--- src/rtl/lc3_pkg.sv ---
// Shared LC3 pipeline definitions: opcodes, control-field encodings and
// bit positions inside the Execute control word.
package lc3_pkg;

  typedef enum logic [3:0] {
    OpBr   = 4'h0,
    OpAdd  = 4'h1,
    OpLd   = 4'h2,
    OpSt   = 4'h3,
    OpJsr  = 4'h4,
    OpAnd  = 4'h5,
    OpLdr  = 4'h6,
    OpStr  = 4'h7,
    OpRti  = 4'h8,
    OpNot  = 4'h9,
    OpLdi  = 4'hA,
    OpSti  = 4'hB,
    OpJmp  = 4'hC,
    OpRsv  = 4'hD,
    OpLea  = 4'hE,
    OpTrap = 4'hF
  } opcode_e;

  typedef enum logic [1:0] {
    AluAdd = 2'b00,
    AluAnd = 2'b01,
    AluNot = 2'b10
  } alu_ctrl_e;

  // Address-adder offset source.
  typedef enum logic [1:0] {
    PcOff11 = 2'b00,
    PcOff9  = 2'b01,
    PcOff6  = 2'b10,
    PcZero  = 2'b11
  } pcsel1_e;

  typedef enum logic [1:0] {
    WbAlu  = 2'b00,
    WbAddr = 2'b01,
    WbMem  = 2'b10
  } wb_sel_e;

  // E_control = {alu_control[1:0], pcselect1[1:0], pcselect2, op2select}
  localparam int unsigned EAluLsb     = 4;
  localparam int unsigned EPcSel1Lsb  = 2;
  localparam int unsigned EPcSel2Bit  = 1;
  localparam int unsigned EOp2SelBit  = 0;
  localparam int unsigned EWidth      = 6;

endpackage

--- src/rtl/decode_ctrl.sv ---
// Combinational LC3 opcode decoder producing Execute/Writeback/Memory
// control words and an illegal-opcode flag.
module decode_ctrl
  import lc3_pkg::*;
(
  input  logic [3:0]        opcode,
  input  logic              imm_flag,
  output logic [EWidth-1:0] e_control,
  output logic [1:0]        w_control,
  output logic              mem_control,
  output logic              illegal_op
);

  alu_ctrl_e alu;
  pcsel1_e   pcsel1;
  logic      pcsel2;
  logic      op2sel;
  wb_sel_e   wb_sel;

  always_comb begin
    alu         = AluAdd;
    pcsel1      = PcOff11;
    pcsel2      = 1'b0;
    op2sel      = 1'b0;
    wb_sel      = WbAlu;
    mem_control = 1'b0;
    illegal_op  = 1'b0;
    case (opcode)
      OpAdd: op2sel = ~imm_flag;
      OpAnd: begin
        alu    = AluAnd;
        op2sel = ~imm_flag;
      end
      OpNot: begin
        alu    = AluNot;
        op2sel = 1'b1;
      end
      OpBr: begin
        pcsel1 = PcOff9;
        pcsel2 = 1'b1;
      end
      OpJmp: pcsel1 = PcZero;
      OpLd: begin
        pcsel1 = PcOff9;
        pcsel2 = 1'b1;
        wb_sel = WbMem;
      end
      OpLdr: begin
        pcsel1 = PcOff6;
        wb_sel = WbMem;
      end
      OpLdi: begin
        pcsel1      = PcOff9;
        pcsel2      = 1'b1;
        wb_sel      = WbMem;
        mem_control = 1'b1;
      end
      OpLea: begin
        pcsel1 = PcOff9;
        pcsel2 = 1'b1;
        wb_sel = WbAddr;
      end
      OpSt: begin
        pcsel1 = PcOff9;
        pcsel2 = 1'b1;
      end
      OpStr: pcsel1 = PcOff6;
      OpSti: begin
        pcsel1      = PcOff9;
        pcsel2      = 1'b1;
        mem_control = 1'b1;
      end
      // Unsupported opcodes: controls stay 0, flag raised.
      default: illegal_op = 1'b1;
    endcase
  end

  always_comb begin
    e_control                       = '0;
    e_control[EAluLsb +: 2]         = alu;
    e_control[EPcSel1Lsb +: 2]      = pcsel1;
    e_control[EPcSel2Bit]           = pcsel2;
    e_control[EOp2SelBit]           = op2sel;
    w_control                       = wb_sel;
  end

endmodule

--- src/rtl/decode.sv ---
// LC3 Decode stage: registers the fetched instruction and PC+1 along with
// the decoded control words, updating only when enable_decode is high.
module decode
  import lc3_pkg::*;
#(
  parameter int unsigned WIDTH = 16
) (
  input  logic             clock,
  input  logic             reset,
  input  logic             enable_decode,
  input  logic [WIDTH-1:0] dout,
  input  logic [WIDTH-1:0] npc_in,
  output logic [WIDTH-1:0] IR,
  output logic [WIDTH-1:0] npc_out,
  output logic [5:0]       E_control,
  output logic [1:0]       W_control,
  output logic             Mem_control,
  output logic             illegal_op
);

  logic [EWidth-1:0] e_control_d;
  logic [1:0]        w_control_d;
  logic              mem_control_d;
  logic              illegal_op_d;

  // Decode straight from the memory word so controls line up with IR.
  decode_ctrl u_decode_ctrl (
    .opcode      (dout[15:12]),
    .imm_flag    (dout[5]),
    .e_control   (e_control_d),
    .w_control   (w_control_d),
    .mem_control (mem_control_d),
    .illegal_op  (illegal_op_d)
  );

  always_ff @(posedge clock) begin
    if (!reset) begin
      IR          <= '0;
      npc_out     <= '0;
      E_control   <= '0;
      W_control   <= '0;
      Mem_control <= 1'b0;
      illegal_op  <= 1'b0;
    end else if (enable_decode) begin
      IR          <= dout;
      npc_out     <= npc_in;
      E_control   <= e_control_d;
      W_control   <= w_control_d;
      Mem_control <= mem_control_d;
      illegal_op  <= illegal_op_d;
    end
  end

endmodule
--- config.mk ---
export PLATFORM = sky130hd
export DESIGN_NAME = decode
export DESIGN_NICKNAME = d
export VERILOG_FILES = /design/src/rtl/lc3_pkg.sv /design/src/rtl/decode_ctrl.sv /design/src/rtl/decode.sv
export SDC_FILE = /design/constraint.sdc
export NUM_CORES = 1
export LEC_CHECK = 0
export ABC_AREA = 1
export CAP_MARGIN = 20
export CORE_ASPECT_RATIO = 0.6
export CORE_MARGIN = 2
export CORE_UTILIZATION = 40
export DETAILED_ROUTE_END_ITERATION = 16
export GPL_TIMING_DRIVEN = 0
export PLACE_DENSITY = 0.79
export SYNTH_ARGS = -nofsm -noshare
export SYNTH_HDL_FRONTEND = slang
export SYNTH_SLANG_ARGS = --single-unit
--- constraint.sdc ---
create_clock -name clock -period 0.8 [get_ports clock]
set_input_delay 0.16 -clock clock [delete_from_list [all_inputs] [get_ports clock]]
set_output_delay 0.16 -clock clock [all_outputs]
set_load 0.05 [all_outputs]
==> flow_summary.json <==
{
  "worst_ep_required_time_ns": 0.64,
  "synthToLayoutAreaGrowth_pct": 75.9,
  "drv_cap": 0,
  "cp_num_buf_inv": 1,
  "die_y_microns": 52.7,
  "cts_htree_levels": 2,
  "hold_start": "dout[15]",
  "cts_root_buf": "clkbuf_8",
  "grt_remaining_overflow": 0,
  "yosysSeqAreaShare_pct": 53.2,
  "power_density_mw_per_mm2": 1940,
  "cts_tree": "built",
  "crit_start": "npc_out[9]",
  "r2r_cells": 3,
  "hold_viol": 0,
  "nNetsFinal": 324,
  "rr_endpoint": "IR[7]",
  "drive_gt1_share_pct": 40.3,
  "ant_nets": 0,
  "max_stage_delay_ns": 0.35,
  "cp_max_fo": 2,
  "track_usage_pct": 20.7,
  "drc": 0,
  "grt_max_degree": 14,
  "ys_top_cells_by_count": "67 x nor2_1, 42 x dfxtp_1, 33 x o21ai_0",
  "violations": "negative setup slack",
  "hold_buffers": 0,
  "worst_pin_slew_ns": 0.346,
  "yosys_warnings": 0,
  "synth.area.top_cells": "dfxtp_1 53%, nor2_1 16%, o21ai_0 10%, nand2_1 4.8%, buf_6 3.6%",
  "arrival_ns": 0.79,
  "setup_ws_ns": -0.155,
  "cp-start-kind": "register",
  "wl_per_cell_microns": 13.0,
  "synth_edf_count": 0,
  "synth_most_common_cell": "nor2_1",
  "syn-cell-area_sq_mm": 0.00158,
  "crit_type": "register to output port",
  "antenna_found_initial": 0,
  "slew-limit-headroom_pct": 76.9,
  "fillerInstances": 293,
  "cp_top_family": "flip-flops",
  "hold_class": "primary input to register",
  "num_io_pins": 77,
  "syn_area_per_cell_sq_um": 7.75,
  "fmax_mhz": 1050,
  "ff2ff_setup_slack_ns": 0.07,
  "postRouteWirelength_mm": 4.37,
  "leakagePower_nw": 1.22,
  "netlist_instances": 204,
  "grt_pass1_wl_mm": 7.02,
  "min_period_ns": 0.955,
  "total_power_mw": 5.38,
  "fp-row-count": 17,
  "final_area_sq_mm": 0.00278,
  "die_area_sq_mm": 0.00449,
  "initial_core_util_pct": 42.5,
  "first_global_vias": 1547,
  "insertion_delay_ns": 0.29,
  "synth_ff_type": "dfxtp_1",
  "grt_setup_unrepaired": "true",
  "synth.net_count": 239,
  "cts.sinks": 42,
  "synth-async-reset-ratio_pct": 0,
  "hold_path_depth": 3,
  "setup_viol": 42,
  "fin_setup_tns_ns": -5.97,
  "endpoint_kind": "output port",
  "yosysTopAreaCellShare_pct": 53.2,
  "yosys.area.top_type": "dfxtp_1",
  "utilization_pct": 74.7,
  "holdPathEnd": "IR[15]",
  "die_x_microns": 85.1,
  "yosysUniqueCellTypes": 20,
  "status": "finished, violations left",
  "synth-seq-cells": 42,
  "fin_worst_skew_ns": 0,
  "n_antenna_cell": 0,
  "place_area_sq_mm": 0.00243,
  "drtPass1Iterations": 4,
  "via_per_inst": 4.80,
  "seq_area_sq_um": 893,
  "multi_input_area_sq_um": 628,
  "cp_cell_sequence": "buf_6",
  "reg2reg_from": "IR[7]",
  "slew_viol_final": 0,
  "ir_drop_mv": 1.21,
  "vias": 1619,
  "place.gp.congestion": 0.798,
  "clkTransAtPathRegs_ns": 0.08,
  "fin_crit_sh_pct": 119,
  "portBuffers": 74,
  "clockBufferDepth": 2,
  "dp_hpwl_mm": 3.12,
  "drtIter0Drc": 95,
  "numCtsBuffers": 5,
  "coreArea_sq_mm": 0.00372,
  "slowest_stage": "dfxtp_2"
}
## tightest hold or removal path, stage by stage
cell     delay [ns]
buf_6          0.11
nand2_1        0.06
a21oi_1        0.05
## cells by family (layout without fill, tap and decap cells)
logic type,Yosys count,count (layout),share of synthesized area [%]
flip-flops,42,42,53.2
AO/OA/AOI/OAI,46,46,14.7
buffers and inverters,20,106,7.76
AND/OR/NAND/NOR,96,96,24.3
## worst max-delay path by stage
stage / to / slack, ns / cells past startpoint
after floorplan: E_control[3] / 0.02 / 7
after global placement: E_control[3] / -0.55 / 5
after detailed placement: E_control[3] / -0.56 / 5
after CTS: IR[4] / -0.16 / 1
after global routing: IR[4] / -0.21 / 1
final: npc_out[9] / -0.15 / 1
## layer usage
layer | track usage (%) | wire length [microns] | vias up
li1 | - | - | 822
met1 | 24.9 | 1990 | 720
met2 | 32.6 | 1850 | 72
met3 | 9.92 | 501 | 5
met4 | 7.41 | 29 | 0
met5 | 0 | 0 | -
## power by group
| group | internal [mW] | switching [mW] |
|---|---|---|
| Combinational | 0.612 | 0.783 |
| Clock | 0.918 | 0.709 |
| Sequential | 2.25 | 0.109 |
## stage by stage
stage	hold slack, ns	worst slack [ns]	instances
6_report	0.130	-0.155	337
5_1_grt	0.123	-0.206	337
4_1_cts	0.117	-0.165	334
3_5_place_dp	0.430	-0.561	325
3_3_place_gp	0.430	-0.550	325
2_1_floorplan	0.291	0.0178	204
## timing repair
action,4_1_cts,5_1_grt
pin swaps,1,0
endpoints found under the setup margin,80,46
resized for setup,334,12
buffers inserted,1,3
## layout make-up
cell class	count	area share [%]
clock buffers	5	2.48
flip-flops and latches	42	32.1
clock inverters	3	1.44
multi-input cells	142	22.6
well taps	47	2.12
repair buffers	78	34.5
inverters	8	1.08
plain buffers	12	3.60
## cells in the final DEF (no fill, tap or decap)
| master | Yosys | layout |
|---|---|---|
| nand3_1 | 2 | 2 |
| a211oi_1 | 1 | 1 |
| clkdlybuf4s50_1 | 0 | 28 |
| dlygate4sd2_1 | 0 | 2 |
| clkinv_2 | 0 | 2 |
| bufinv_16 | 0 | 1 |
| o21ai_0 | 33 | 30 |
| clkbuf_8 | 0 | 5 |
| dfxtp_2 | 0 | 42 |
| clkbuf_2 | 1 | 1 |
| buf_6 | 5 | 10 |
| buf_4 | 1 | 8 |
| clkdlybuf4s15_1 | 0 | 2 |
| nor2_1 | 67 | 66 |
| inv_1 | 5 | 5 |
| inv_2 | 3 | 3 |
| buf_2 | 4 | 1 |
| buf_8 | 0 | 37 |
| nand4_1 | 2 | 2 |
| o21ai_1 | 2 | 4 |
| nor3_2 | 0 | 1 |
| nor2_4 | 1 | 1 |
| nand2_1 | 20 | 20 |
| nand2_2 | 2 | 2 |
| nor2_2 | 1 | 2 |
| a21oi_1 | 10 | 10 |
| o21ai_2 | 0 | 1 |
| clkbuf_1 | 1 | 1 |
## flip-flops by register name (all words and copies together), names as in the netlist
signal / count
E_control: 6
IR: 16
npc_out: 16
Mem_control: 1
illegal_op: 1
W_control: 2
Power figures use the tool's default switching activity.
